[config.mk]
export PLATFORM = sky130hd
export DESIGN_NAME = fpu_issue_sequencer
export DESIGN_NICKNAME = d
export VERILOG_FILES = /design/src/rtl/fpu_issue_sequencer.sv
export SDC_FILE = /design/constraint.sdc
export NUM_CORES = 1
export LEC_CHECK = 0
export BUFFER_PORTS_ARGS = -buffer_cell sky130_fd_sc_hd__buf_4
export CAP_MARGIN = 10
export CORE_MARGIN = 4
export CORE_UTILIZATION = 30
export DETAILED_ROUTE_END_ITERATION = 8
export GPL_TIMING_DRIVEN = 0
export HOLD_SLACK_MARGIN = 0.15
export PLACE_DENSITY_LB_ADDON = 0.25
export SLEW_MARGIN = 20
export SYNTH_ARGS = -nofsm -noshare
export SYNTH_HDL_FRONTEND = slang
export SYNTH_SLANG_ARGS = --single-unit
export TNS_END_PERCENT = 5
[constraint.sdc]
create_clock -name clock_100k -period 5.1 [get_ports clock_100k]
set_input_delay 1.02 -clock clock_100k [delete_from_list [all_inputs] [get_ports clock_100k]]
set_output_delay 1.02 -clock clock_100k [all_outputs]
set_load 0.05 [all_outputs]
[src/rtl/fpu_issue_sequencer.sv]
// Feeds operand pairs to the free-running 6-cycle FPU adder in lockstep with its state machine,
// and collects the results of occupied slots into a small in-order FIFO.
module fpu_issue_sequencer #(
  parameter int RES_DEPTH = 4
) (
  input  logic        clock_100k,
  input  logic        reset,
  input  logic        in_valid,
  output logic        in_ready,
  input  logic [31:0] in_a,
  input  logic [31:0] in_b,
  output logic [31:0] op_a,
  output logic [31:0] op_b,
  input  logic [31:0] fpu_data,
  input  logic [3:0]  fpu_status,
  output logic        res_valid,
  input  logic        res_ready,
  output logic [31:0] res_data,
  output logic [3:0]  res_status,
  output logic        busy
);
  localparam int PW = $clog2(RES_DEPTH);
  localparam int CW = PW + 1;
  localparam logic [CW:0] DEPTH_W = (CW + 1)'(RES_DEPTH);

  logic [2:0]    p_q, p_d;
  logic          pend_valid_q, pend_valid_d;
  logic [31:0]   pend_a_q, pend_a_d, pend_b_q, pend_b_d;
  logic [31:0]   op_a_q, op_a_d, op_b_q, op_b_d;
  logic          issue_tag_q, issue_tag_d;
  logic          flight_tag_q, flight_tag_d;
  logic [PW-1:0] wr_ptr_q, wr_ptr_d, rd_ptr_q, rd_ptr_d;
  logic [CW-1:0] count_q, count_d;
  logic [35:0]   mem_q [RES_DEPTH];

  logic          accept_s, pop_s, push_s, issue_s;
  logic [CW:0]   used_s;

  assign accept_s = in_valid && !pend_valid_q;
  assign pop_s    = (count_q != {CW{1'b0}}) && res_ready;
  assign push_s   = (p_q == 3'd0) && flight_tag_q;
  // Credit counts buffered entries plus the slot about to be captured; a same-edge pop is ignored.
  assign used_s   = {1'b0, count_q} + {{CW{1'b0}}, flight_tag_q};
  assign issue_s  = (p_q == 3'd5) && pend_valid_q && (used_s < DEPTH_W);

  // Next-state logic for phase, pending pair, FPU operands, slot tags and FIFO bookkeeping.
  always_comb begin
    p_d          = (p_q == 3'd5) ? 3'd0 : p_q + 3'd1;
    pend_valid_d = pend_valid_q;
    pend_a_d     = pend_a_q;
    pend_b_d     = pend_b_q;
    op_a_d       = op_a_q;
    op_b_d       = op_b_q;
    issue_tag_d  = issue_tag_q;
    flight_tag_d = flight_tag_q;
    wr_ptr_d     = wr_ptr_q;
    rd_ptr_d     = rd_ptr_q;
    count_d      = count_q;

    if (issue_s) begin
      pend_valid_d = 1'b0;
    end else if (accept_s) begin
      pend_valid_d = 1'b1;
      pend_a_d     = in_a;
      pend_b_d     = in_b;
    end else begin
      pend_valid_d = pend_valid_q;
    end

    // Operands only move at the edge just before the FPU samples them; idle slots add 0+0.
    if (p_q == 3'd5) begin
      issue_tag_d = issue_s;
      if (issue_s) begin
        op_a_d = pend_a_q;
        op_b_d = pend_b_q;
      end else begin
        op_a_d = 32'd0;
        op_b_d = 32'd0;
      end
    end else begin
      issue_tag_d = issue_tag_q;
    end

    if (p_q == 3'd0) begin
      flight_tag_d = issue_tag_q;
    end else begin
      flight_tag_d = flight_tag_q;
    end

    if (push_s) begin
      wr_ptr_d = wr_ptr_q + PW'(1'b1);
    end else begin
      wr_ptr_d = wr_ptr_q;
    end
    if (pop_s) begin
      rd_ptr_d = rd_ptr_q + PW'(1'b1);
    end else begin
      rd_ptr_d = rd_ptr_q;
    end
    case ({push_s, pop_s})
      2'b10:   count_d = count_q + CW'(1'b1);
      2'b01:   count_d = count_q - CW'(1'b1);
      default: count_d = count_q;
    endcase
  end

  // State registers; the reset net is shared with the FPU so phase lockstep survives a reset.
  always_ff @(posedge clock_100k or negedge reset) begin
    if (!reset) begin
      p_q          <= 3'd0;
      pend_valid_q <= 1'b0;
      pend_a_q     <= 32'd0;
      pend_b_q     <= 32'd0;
      op_a_q       <= 32'd0;
      op_b_q       <= 32'd0;
      issue_tag_q  <= 1'b0;
      flight_tag_q <= 1'b0;
      wr_ptr_q     <= {PW{1'b0}};
      rd_ptr_q     <= {PW{1'b0}};
      count_q      <= {CW{1'b0}};
      for (int i = 0; i < RES_DEPTH; i++) begin
        mem_q[i] <= 36'd0;
      end
    end else begin
      p_q          <= p_d;
      pend_valid_q <= pend_valid_d;
      pend_a_q     <= pend_a_d;
      pend_b_q     <= pend_b_d;
      op_a_q       <= op_a_d;
      op_b_q       <= op_b_d;
      issue_tag_q  <= issue_tag_d;
      flight_tag_q <= flight_tag_d;
      wr_ptr_q     <= wr_ptr_d;
      rd_ptr_q     <= rd_ptr_d;
      count_q      <= count_d;
      if (push_s) begin
        mem_q[wr_ptr_q] <= {fpu_data, fpu_status};
      end
    end
  end

  assign in_ready               = !pend_valid_q;
  assign op_a                   = op_a_q;
  assign op_b                   = op_b_q;
  assign res_valid              = (count_q != {CW{1'b0}});
  assign {res_data, res_status} = mem_q[rd_ptr_q];
  assign busy                   = pend_valid_q | issue_tag_q | flight_tag_q | res_valid;

endmodule

Yosys cells after proc, flatten, opt, wreduce, memory -nomap -nowiden:

Cells that the tools add are included.

* register bits after elaboration: 285
* input port bits: 104
* output and inout port bits: 103
* logic and storage cells: 58

* add/sub/neg operators: 6
* $lt $le $gt $ge: 4
* equality and inequality tests: 3
* muxes and demuxes: 12
* bitwise operators: 6
* reductions and logical operators: 12

Operators with widths (number)
* 144-bit bitwise mux: 1
* 36-bit two-way mux: 3
* 36-bit binary-select mux with 2-bit select: 1
* 36-bit demux with 2-bit select: 1
* 32-bit two-way mux: 2
* 3-bit by 1-bit adder with 3-bit output, second input constant: 2
* 3-bit greater-or-equal comparator, second input constant: 2
* 1-bit logical AND: 6
* 2-bit NOT with 3-bit output: 2
* 3-bit case mux with 2 select lines: 1
* 2-bit by 1-bit adder with 2-bit output, second input constant: 2
* 3-bit by 1-bit adder with 4-bit output: 1
* 4-bit by 3-bit < comparator with 1-bit output, second input constant: 1
* 2-bit nonzero test: 2
* 3-bit == test, second input constant: 1
* 3-bit logical NOT: 1
* 3-bit by 1-bit < comparator with 1-bit output, second input constant: 1
* 3-bit two-way mux: 1
* 1-bit bitwise OR: 3
* 3-bit nonzero test: 1
* 3-bit by 1-bit subtractor with 3-bit output, second input constant: 1
* 2-bit by 1-bit == test with 1-bit output, second input constant: 1
* 2-bit == test, second input constant: 1
* 1-bit two-way mux: 2
* 3 further kinds: 3

Longest topological paths before layout:

Gate-level depths: netlist of the first run.

* depth after elaboration: 6
* gate-level depth with buffers: 8

Worst setup path after synthesis of the first run:

Ideal clock, no wire load.

* path type: reg2out
* from: register count_q[0]
* to: output port busy
* data arrival time: 1722 ps
* data required time: 4080 ps
* setup slack: 2358 ps
* stages on the path, launching flop included: 3
* cell sequence: dfrtp_1 -> or3_1 -> or4_1

* longest elaborated chain between the ends: 2

RTL lines
* start: declaration: line 33 `logic [CW-1:0] count_q, count_d;`
* start signal: assignment: line 120 `count_q <= {CW{1'b0}};`
* start signal: assignment: line 135 `count_q <= count_d;`
* 3-bit nonzero test: line 145 `assign res_valid = (count_q != {CW{1'b0}});`
* net res_valid: line 16 `output logic res_valid,`
* 1-bit bitwise OR: line 147 `assign busy = pend_valid_q | issue_tag_q | flight_tag_q | res_valid;`
* end: declaration: line 20 `output logic busy`

The timed path passes the listed nets, and every way through them passes these cells.

Worst setup path after layout of the first run:

* from: register rd_ptr_q[1]
* to: output port res_data[30]

* longest elaborated chain between the ends: 4

RTL lines
* start: declaration: line 32 `logic [PW-1:0] wr_ptr_q, wr_ptr_d, rd_ptr_q, rd_ptr_d;`
* start signal: assignment: line 119 `rd_ptr_q <= {PW{1'b0}};`
* start signal: assignment: line 134 `rd_ptr_q <= rd_ptr_d;`
* 2-bit NOT with 3-bit output (not written as such): line 146 `assign {res_data, res_status} = mem_q[rd_ptr_q];`
* 36-bit binary-select mux with 2-bit select: line 146
* 36-bit two-way mux (not written as such) (2 in a row): line 146
* end: declaration: line 18 `output logic [31:0] res_data,`

No other way between the ends. The select of a mux whose other input is x is not followed.

==> impl_metrics.py, run 1 <==
metrics = {
    "floorplanning": {
        "die_w_microns": 206,
        "core-area_sq_um": 38600,
        "start_util": 0.303,
        "design.die.area_sq_um": 42300,
        "ioPinCount": 207,
        "die_y_microns": 206,
        "core.rowCount": 72,
    },
    "synthesis": {
        "synth_top_area_share": 0.609,
        "syn_area_per_cell_sq_um": 14.4,
        "yosysTopAreaCell": "dfrtp_1",
        "yosysUniqueCellTypes": 29,
        "syn_nets": 926,
        "ys_seq_elements": 285,
        "synth-seq-area-share": 0.609,
        "yosysWarnings": 0,
        "syn_area_sq_um": 11700,
        "postSynthCellCount": 816,
        "synth_area_leaders": "dfrtp_1 (61%), mux2_2 (20%), mux4_2 (6.9%), nand2_1 (4.2%), o21ai_0 (2.9%)",
    },
    "timing": {
        "post-route-period-util": 0.711,
        "worst_pin_slew_ns": 0.940,
        "final-hold-violation-count": 0,
        "maxSlewHeadroom": 0.373,
        "rsz0062_at_grt": "no",
        "clock.fmax_mhz": 276,
        "fin_ws_ns": 1.47,
        "fin_tns_setup_ns": 0,
        "fin_skew_ns": 0.0209,
        "timing.hold.ws_ns": 0.411,
        "drv_slew": 0,
        "period_needed_ns": 3.63,
        "finalSetupViolations": 0,
    },
    "clocking": {
        "numCtsBuffers": 34,
        "clkLatencyLatePin_ns": 0.53,
        "cts_buffer_depth": 3,
        "cts_setup_buffers": 0,
        "path_clk_slew_ns": 0.06,
        "htreeDepth": 2,
        "tritoncts": "done",
        "cts-root-buf": "clkbuf_16",
        "cts.sinks": 285,
        "ctsHoldBuffers": 0,
        "post_cts_resize_count": 0,
    },
    "setup_path": {
        "reg2regPathDepth": 8,
        "required_ns": 4.08,
        "startpoint": "rd_ptr_q[1]$_DFFE_PN0P_",
        "worst_setup_path_end_kind": "output port",
        "path_max_fanout": 10,
        "r2r-start": "p_q[0]$_DFF_PN0_",
        "rrSetupSlack_ns": 2.95,
        "r2r-end": "count_q[2]$_DFFE_PN0P_",
        "critical_path.endpoint": "res_data[30]",
        "startpoint_type": "flop",
        "crit_type": "flop to output port",
        "cp.arrival_ns": 2.61,
    },
    "status": {
        "status": "complete, no violations",
    },
    "routing": {
        "wl_per_cell_microns": 17.4,
        "via_per_inst": 4.50,
        "ant_nets": 0,
        "wirelength_mm": 27.8,
        "firstDrtPassIters": 6,
        "num_vias": 7203,
        "drt_iter0_markers": 257,
        "drcViolationCount": 0,
    },
    "place": {
        "placed_area_sq_um": 14000,
        "dpl.cell_count": 1543,
        "dp_hpwl_mm": 18.8,
        "place.port_buffers": 206,
        "place_ws_ns": 1.96,
        "place.gp.congestion": 0.708,
    },
    "cells_and_area": {
        "ff_latch_area_sq_um": 7130,
        "nNetsFinal": 1171,
        "layoutNonFillerInstCount": 1602,
        "fin_util": 0.392,
        "multi_input_area_sq_um": 4280,
        "area_delta_synth_final_pct": 29.1,
        "n_fill_cell": 3717,
        "finalInstanceArea_sq_um": 15100,
        "drive_gt1_frac": 0.483,
    },
    "global_route": {
        "grt_pass1_vias": 7797,
        "antenna_found_initial": 1,
        "grt-ovfl-total": 0,
        "grt_max_degree": 86,
        "grt_util_all_layers": 0.133,
        "grt_pass1_wl_mm": 44.2,
    },
    "hold_path": {
        "hold_class": "input pin to asynchronous set/reset pin",
    },
    "power": {
        "peakVddDrop_mv": 0.314,
        "total_leakage_power_nw": 6.64,
        "powerDensity_nw_per_um2": 719,
        "power_mw": 10.9,
    },
    "job": {
        "cap_violations": 0,
    },
}
-- worst min path at each step --
stage / from / to
after floorplan: count_q[2]$_DFFE_PN0P_ / count_q[2]$_DFFE_PN0P_
after global placement: op_b[28]$_DFFE_PN0N_ / op_b[28]$_DFFE_PN0N_
after detailed placement: op_a[11]$_DFFE_PN0N_ / op_a[11]$_DFFE_PN0N_
after CTS: reset / mem_q[87]$_DFFE_PN0P_
after global routing: reset / mem_q[83]$_DFFE_PN0P_
final: reset / mem_q[83]$_DFFE_PN0P_
-- sequential cells by signal (all words and copies together) (netlist names) --
signal / count
mem_q: 144
op_a: 32
op_b: 32
pend_a_q: 32
pend_b_q: 32
count_q: 3
p_q: 3
rd_ptr_q: 2
wr_ptr_q: 2
flight_tag_q: 1
issue_tag_q: 1
pend_valid_q: 1
-- layer usage --
| metal | global-route usage | wire (microns) | up-vias |
|---|---|---|---|
| met2 | 0.203 | 12600 | 180 |
| li1 | - | - | 3366 |
| met3 | 0.0645 | 2990 | 34 |
| met4 | 0.0431 | 508 | 0 |
| met1 | 0.166 | 11800 | 3623 |
| met5 | 0 | 0 | - |
-- cells in the final DEF (no fill, tap or decap), types with 2 or more instances in the layout --
cell	Yosys	routed
clkbuf_8	0	6
buf_16	0	3
clkbuf_1	27	37
o21ai_0	67	67
mux2i_1	2	2
buf_6	12	12
clkinv_2	0	2
buf_1	6	6
xnor2_1	3	3
buf_4	0	205
mux4_2	36	36
buf_2	3	3
clkinv_8	0	2
inv_1	9	9
mux2_2	209	209
xor2_1	3	3
nand2_2	4	4
clkbuf_16	0	35
dfrtp_1	285	285
ha_1	5	5
bufinv_16	0	3
nand2_1	131	131
-- cell usage after synthesis, drive strengths merged --
cell	number
a311o	1
and2	1
and3b	1
buf	21
clkbuf	27
dfrtp	285
fa	1
ha	5
inv	9
mux2	209
mux2i	2
mux4	36
nand2	135
nand3	1
nand3b	1
nor2	1
nor2b	1
nor3	1
nor4b	1
o21ai	67
o22a	1
or2b	1
or3	1
or4	1
xnor2	3
xor2	3
-- critical path, stage by stage, from the launching register on --
cell and delay, ns:
dfrtp_1 0.32, clkbuf_1 0.49, buf_1 0.62, mux4_2 0.44
buf_4 0.21
-- area by class of cell --
type                       count  area share
sequential                   285       0.471
multi-input combinational    474       0.283
timing repair buffer         209       0.108
clock buffer                  51      0.0658
tap                          518      0.0428
buffer                        48      0.0181
clock inverter                 7     0.00876
inverter                       9     0.00223
antenna                        1    0.000165
-- logic make-up (layout without fill, tap and decap cells) --
| logic type | count (synthesis) | count (layout) | synth area share |
|---|---|---|---|
| other | 0 | 1 | 0 |
| adders and majority gates | 6 | 6 | 0.00705 |
| and+or+nand+nor | 146 | 146 | 0.0517 |
| muxes | 247 | 247 | 0.272 |
| AOI/OAI and AO/OA | 69 | 69 | 0.0302 |
| buffers and inverters | 57 | 324 | 0.0263 |
| DFF | 285 | 285 | 0.609 |
| xor gates and xnor gates | 6 | 6 | 0.00449 |
-- power by group --
| part | internal, mW | switching [mW] |
|---|---|---|
| combinational | 1.86 | 2.73 |
| clock | 1.50 | 0.955 |
| sequential | 3.32 | 0.518 |
| total | 6.68 | 4.20 |
(Power assumes the default switching activity.)
==> inputs of run 2 (changes only) <==
==> constraint.sdc (replaced) <==
create_clock -name clock_100k -period 3.6 [get_ports clock_100k]
set_input_delay 0.72 -clock clock_100k [delete_from_list [all_inputs] [get_ports clock_100k]]
set_output_delay 0.72 -clock clock_100k [all_outputs]
set_load 0.05 [all_outputs]
==> impl_metrics.py, run 2 (synthesized netlist as in run 1, its figures left out) <==
metrics = {
    "routing": {
        "drt_iter0_markers": 257,
        "ant_nets": 0,
        "wl_per_cell_microns": 17.4,
        "firstDrtPassIters": 6,
        "num_vias": 7204,
        "via_per_inst": 4.49,
        "drcViolationCount": 0,
        "wirelength_mm": 27.8,
    },
    "power": {
        "peakVddDrop_mv": 0.444,
        "total_leakage_power_nw": 6.64,
        "powerDensity_nw_per_um2": 1020,
    },
    "cells_and_area": {
        "finalInstanceArea_sq_um": 15100,
        "layout_commonest_cell": "dfrtp_1",
        "ff_latch_area_sq_um": 7130,
        "fin_util": 0.392,
        "drive_gt1_frac": 0.482,
        "nNetsFinal": 1172,
        "regMostFlops": "mem_q",
        "area_delta_synth_final_pct": 29.2,
        "largest_reg_flops": 144,
        "final_cell_mix": "dfrtp_1 (285), mux2_2 (209), buf_4 (205)",
        "n_fill_cell": 3716,
        "multi_input_area_sq_um": 4280,
    },
    "setup_path": {
        "path_max_fanout": 10,
        "rrSetupSlack_ns": 1.45,
        "reg2regPathDepth": 8,
        "worst_setup_path_end_kind": "output port",
        "crit_type": "flop to output port",
        "required_ns": 2.88,
        "r2r-end": "count_q[2]$_DFFE_PN0P_",
        "startpoint_type": "flop",
        "cp.arrival_ns": 2.61,
        "r2r-start": "p_q[0]$_DFF_PN0_",
    },
    "clocking": {
        "clkLatencyLatePin_ns": 0.53,
        "cts_setup_buffers": 0,
        "cts_buffer_depth": 3,
        "path_clk_slew_ns": 0.06,
        "cts-root-buf": "clkbuf_16",
        "post_cts_resize_count": 0,
        "tritoncts": "done",
        "cts.sinks": 285,
        "htreeDepth": 2,
        "numCtsBuffers": 34,
    },
    "global_route": {
        "grt_pass1_vias": 7797,
        "grt_pass1_wl_mm": 44.2,
        "grt-ovfl-total": 0,
        "antenna_found_initial": 1,
        "grt_max_degree": 86,
        "grt_util_all_layers": 0.133,
    },
    "timing": {
        "post-route-period-util": 0.924,
        "finalSetupViolations": 0,
        "fin_skew_ns": 0.0209,
        "rsz0062_at_grt": "no",
        "final-hold-violation-count": 0,
        "drv_slew": 0,
        "fin_tns_setup_ns": 0,
        "maxSlewHeadroom": 0.373,
        "worst_pin_slew_ns": 0.940,
        "clock.fmax_mhz": 301,
        "period_needed_ns": 3.33,
        "fin_ws_ns": 0.272,
    },
    "place": {
        "place.port_buffers": 206,
        "place_ws_ns": 0.761,
        "placed_area_sq_um": 14000,
        "place.gp.congestion": 0.708,
        "dp_hpwl_mm": 18.8,
    },
    "hold_path": {
        "hp-start": "in_a[29]",
        "hold_end": "pend_a_q[29]$_DFFE_PN0P_",
        "min_path_cells": 2,
        "hold_class": "input pin to flop",
    },
    "floorplanning": {
        "design.die.area_sq_um": 42300,
        "core.rowCount": 72,
        "die_w_microns": 206,
        "ioPinCount": 207,
        "start_util": 0.303,
        "core-area_sq_um": 38600,
        "die_y_microns": 206,
    },
    "job": {
        "cap_violations": 0,
    },
    "status": {
        "status": "complete, no violations",
    },
}
-- run 2: timing repair --
item,in CTS,in global routing
hold buffers,1,0
setup endpoints to repair,0,0
endpoints found under the hold margin,51,0
-- run 2: through the flow --
step | cells | total power [mW] | hold slack [ns]
after detailed placement | 1543 | 12.1 | 0.473
after CTS | 1602 | 15.7 | 0.378
after floorplan | 816 | 10.1 | 0.424
after global routing | 1603 | 16.3 | 0.388
after global placement | 1540 | 12.0 | 0.464
final | 1603 | 15.4 | 0.416
-- run 2: worst max path at each step --
stage | from | to | slack (ns) | cells after the start
floorplan | count_q[0]$_DFFE_PN0P_ | busy | 1.16 | 2
global placement | reset | pend_b_q[16]$_DFFE_PN0P_ | -0.87 | 1
detailed placement | rd_ptr_q[1]$_DFFE_PN0P_ | res_data[24] | 0.76 | 4
CTS | rd_ptr_q[1]$_DFFE_PN0P_ | res_data[24] | 0.16 | 4
global route | rd_ptr_q[1]$_DFFE_PN0P_ | res_data[30] | 0.15 | 4
finish | rd_ptr_q[1]$_DFFE_PN0P_ | res_data[30] | 0.27 | 4
-- run 2: metal layers --
layer	track usage	share of wire	vias to the layer above
li1	-	-	3369
met1	0.166	0.42	3621
met2	0.203	0.45	180
met3	0.0645	0.11	34
met4	0.0431	0.018	0
met5	0	0	-
-- run 2: worst max-delay path, stage by stage, from the launching register on --
cell	delay [ns]
dfrtp_1	0.32
clkbuf_1	0.49
buf_1	0.62
mux4_2	0.44
buf_4	0.21
-- run 2: layout make-up --
class,count,area share
diodes,1,0.000165
plain buffers,48,0.0181
repair buffers,210,0.109
multi-input cells,474,0.283
inverters,9,0.00223
flip-flops and latches,285,0.471
well taps,518,0.0428
clock buffers,51,0.0658
clock inverters,7,0.00876
-- run 2: power by group --
part	total [mW]	switching, mW	internal, mW
Clock	3.48	1.35	2.13
Combinational	6.51	3.87	2.63
Sequential	5.43	0.734	4.70
==> inputs of run 3 (changes only) <==
--- a/config.mk
+++ b/config.mk
@@ -7,6 +7,7 @@
 export LEC_CHECK = 0
 export BUFFER_PORTS_ARGS = -buffer_cell sky130_fd_sc_hd__buf_4
 export CAP_MARGIN = 10
+export CORE_ASPECT_RATIO = 1.25
 export CORE_MARGIN = 4
 export CORE_UTILIZATION = 30
 export DETAILED_ROUTE_END_ITERATION = 8
==> impl_metrics.py, run 3 (synthesized netlist as in run 1, its figures left out) <==
metrics = {
    "status": {
        "status": "complete, no violations",
    },
    "global_route": {
        "antenna_found_initial": 1,
        "grtUsageMet1": 0.164,
        "gr-usage-met3": 0.0562,
        "gr-usage-met2": 0.211,
        "grt_max_degree": 91,
        "top_usage_layer": "met2",
        "grt_pass1_vias": 7991,
        "grt-ovfl-total": 0,
        "grt_pass1_wl_mm": 44.8,
        "grt_util_all_layers": 0.131,
    },
    "cells_and_area": {
        "regMostFlops": "mem_q",
        "largest_reg_flops": 144,
        "nNetsFinal": 1172,
        "drive_gt1_frac": 0.487,
        "final_cell_mix": "dfrtp_1 (285), mux2_2 (209), buf_4 (205)",
        "fin_util": 0.395,
        "area_delta_synth_final_pct": 29.1,
        "layout_commonest_cell": "dfrtp_1",
    },
    "power": {
        "power.share.sequential": 0.352,
        "peakVddDrop_mv": 0.527,
        "power_mw": 15.4,
        "p_int_mw": 9.49,
        "p_switching_mw": 5.95,
        "power_frac_clock": 0.226,
        "powerDensity_nw_per_um2": 1020,
        "p_sw_frac": 0.385,
        "combPwrFrac": 0.422,
        "total_leakage_power_nw": 6.66,
    },
    "place": {
        "place.gp.congestion": 0.698,
        "dp_hpwl_mm": 19.0,
        "place.port_buffers": 206,
    },
    "floorplanning": {
        "design.die.area_sq_um": 42300,
        "core.rowCount": 80,
        "ioPinCount": 207,
        "die_w_microns": 185,
        "die_y_microns": 229,
        "start_util": 0.306,
        "core-area_sq_um": 38300,
    },
    "timing": {
        "finalSetupViolations": 0,
        "rsz0062_at_grt": "no",
        "period_needed_ns": 3.33,
        "final-hold-violation-count": 0,
        "worst_pin_slew_ns": 1.00,
        "fin_skew_ns": 0.0142,
        "clock.fmax_mhz": 300,
        "post-route-period-util": 0.925,
        "drv_slew": 0,
        "fin_tns_setup_ns": 0,
        "maxSlewHeadroom": 0.332,
        "timing.hold.ws_ns": 0.440,
    },
    "setup_path": {
        "reg2regPathDepth": 8,
        "crit_type": "flop to output port",
        "required_ns": 2.88,
        "path_max_fanout": 10,
        "worst_setup_path_end_kind": "output port",
        "cp.arrival_ns": 2.61,
        "startpoint_type": "flop",
    },
    "routing": {
        "firstDrtPassIters": 4,
        "drcViolationCount": 0,
        "wl_per_cell_microns": 17.6,
        "drt_iter0_markers": 174,
        "num_vias": 7204,
        "ant_nets": 0,
        "via_per_inst": 4.56,
        "wirelength_mm": 27.7,
    },
    "clocking": {
        "clkLatencyLatePin_ns": 0.51,
        "cts_setup_buffers": 0,
        "tritoncts": "done",
        "numCtsBuffers": 34,
        "cts_buffer_depth": 3,
        "cts.sinks": 285,
        "path_clk_slew_ns": 0.06,
        "htreeDepth": 2,
        "cts-root-buf": "clkbuf_16",
    },
    "hold_path": {
        "hold_class": "input pin to flop",
        "min_path_cells": 2,
    },
    "job": {
        "cap_violations": 0,
    },
}
run 3: changes by cell type in the layout (fill, tap and decap cells not counted):
cell	change
clkinvlp_4	+1
bufinv_16	-1
clkbuf_16	+2
clkinv_8	-2
clkbuf_1	-4
clkinv_2	+4
clkinv_4	+1
clkbuf_8	+1
run 3: cell type report:
class	count	area (sq um)
Antenna cell	1	2.50
Buffer	48	274
Clock buffer	50	1040
Clock inverter	10	106
Fill cell	3684	23200
Inverter	9	33.8
Multi-Input combinational cell	474	4280
Sequential cell	285	7130
Tap cell	492	616
Timing Repair Buffer	210	1650
run 3: final timing paths:
check	start	to	slack, ns
min reg2reg	op_a[27]$_DFFE_PN0N_	op_a[27]$_DFFE_PN0N_	0.48
max in group asynchronous	reset	pend_b_q[9]$_DFFE_PN0P_	2.13
max reg2reg	p_q[1]$_DFF_PN0_	count_q[2]$_DFFE_PN0P_	1.52
min in group asynchronous	reset	mem_q[116]$_DFFE_PN0P_	0.69
max	rd_ptr_q[1]$_DFFE_PN0P_	res_data[27]	0.27
min	in_b[29]	pend_b_q[29]$_DFFE_PN0P_	0.44
run 3: repair_timing:
item / CTS / global route
resized for setup: 0 / 0
hold endpoints to repair: 34 / 0
hold buffers: 1 / 0
setup endpoints to repair: 0 / 0
run 3: power groups by stage:
stage	Combinational, mW	Sequential, mW	Clock (mW)
CTS	6.63	5.44	3.63
global placement	6.54	5.43	0
floorplan	3.97	6.12	0
finish	6.52	5.43	3.49
detailed placement	6.63	5.49	0
global route	6.96	5.63	3.75
run 3: critical path, cell delays in order (launching register included):
cell and delay, ns:
dfrtp_1 0.32, clkbuf_1 0.50, buf_1 0.64, mux4_2 0.44, buf_4 0.21
run 3: metal layers:
layer	vias to the layer above	part of all wire
met5	-	0
met2	186	0.47
li1	3352	-
met4	0	0.019
met3	40	0.096
met1	3626	0.42
run 3: metrics by stage:
stage / worst slack, ns / instance area [sq um] / std cells
3_5_place_dp: 0.738 / 14000 / 1517
2_1_floorplan: 1.16 / 11700 / 816
4_1_cts: 0.178 / 15100 / 1578
6_report: 0.270 / 15100 / 1579
5_1_grt: 0.110 / 15100 / 1578
3_3_place_gp: -0.838 / 13900 / 1514
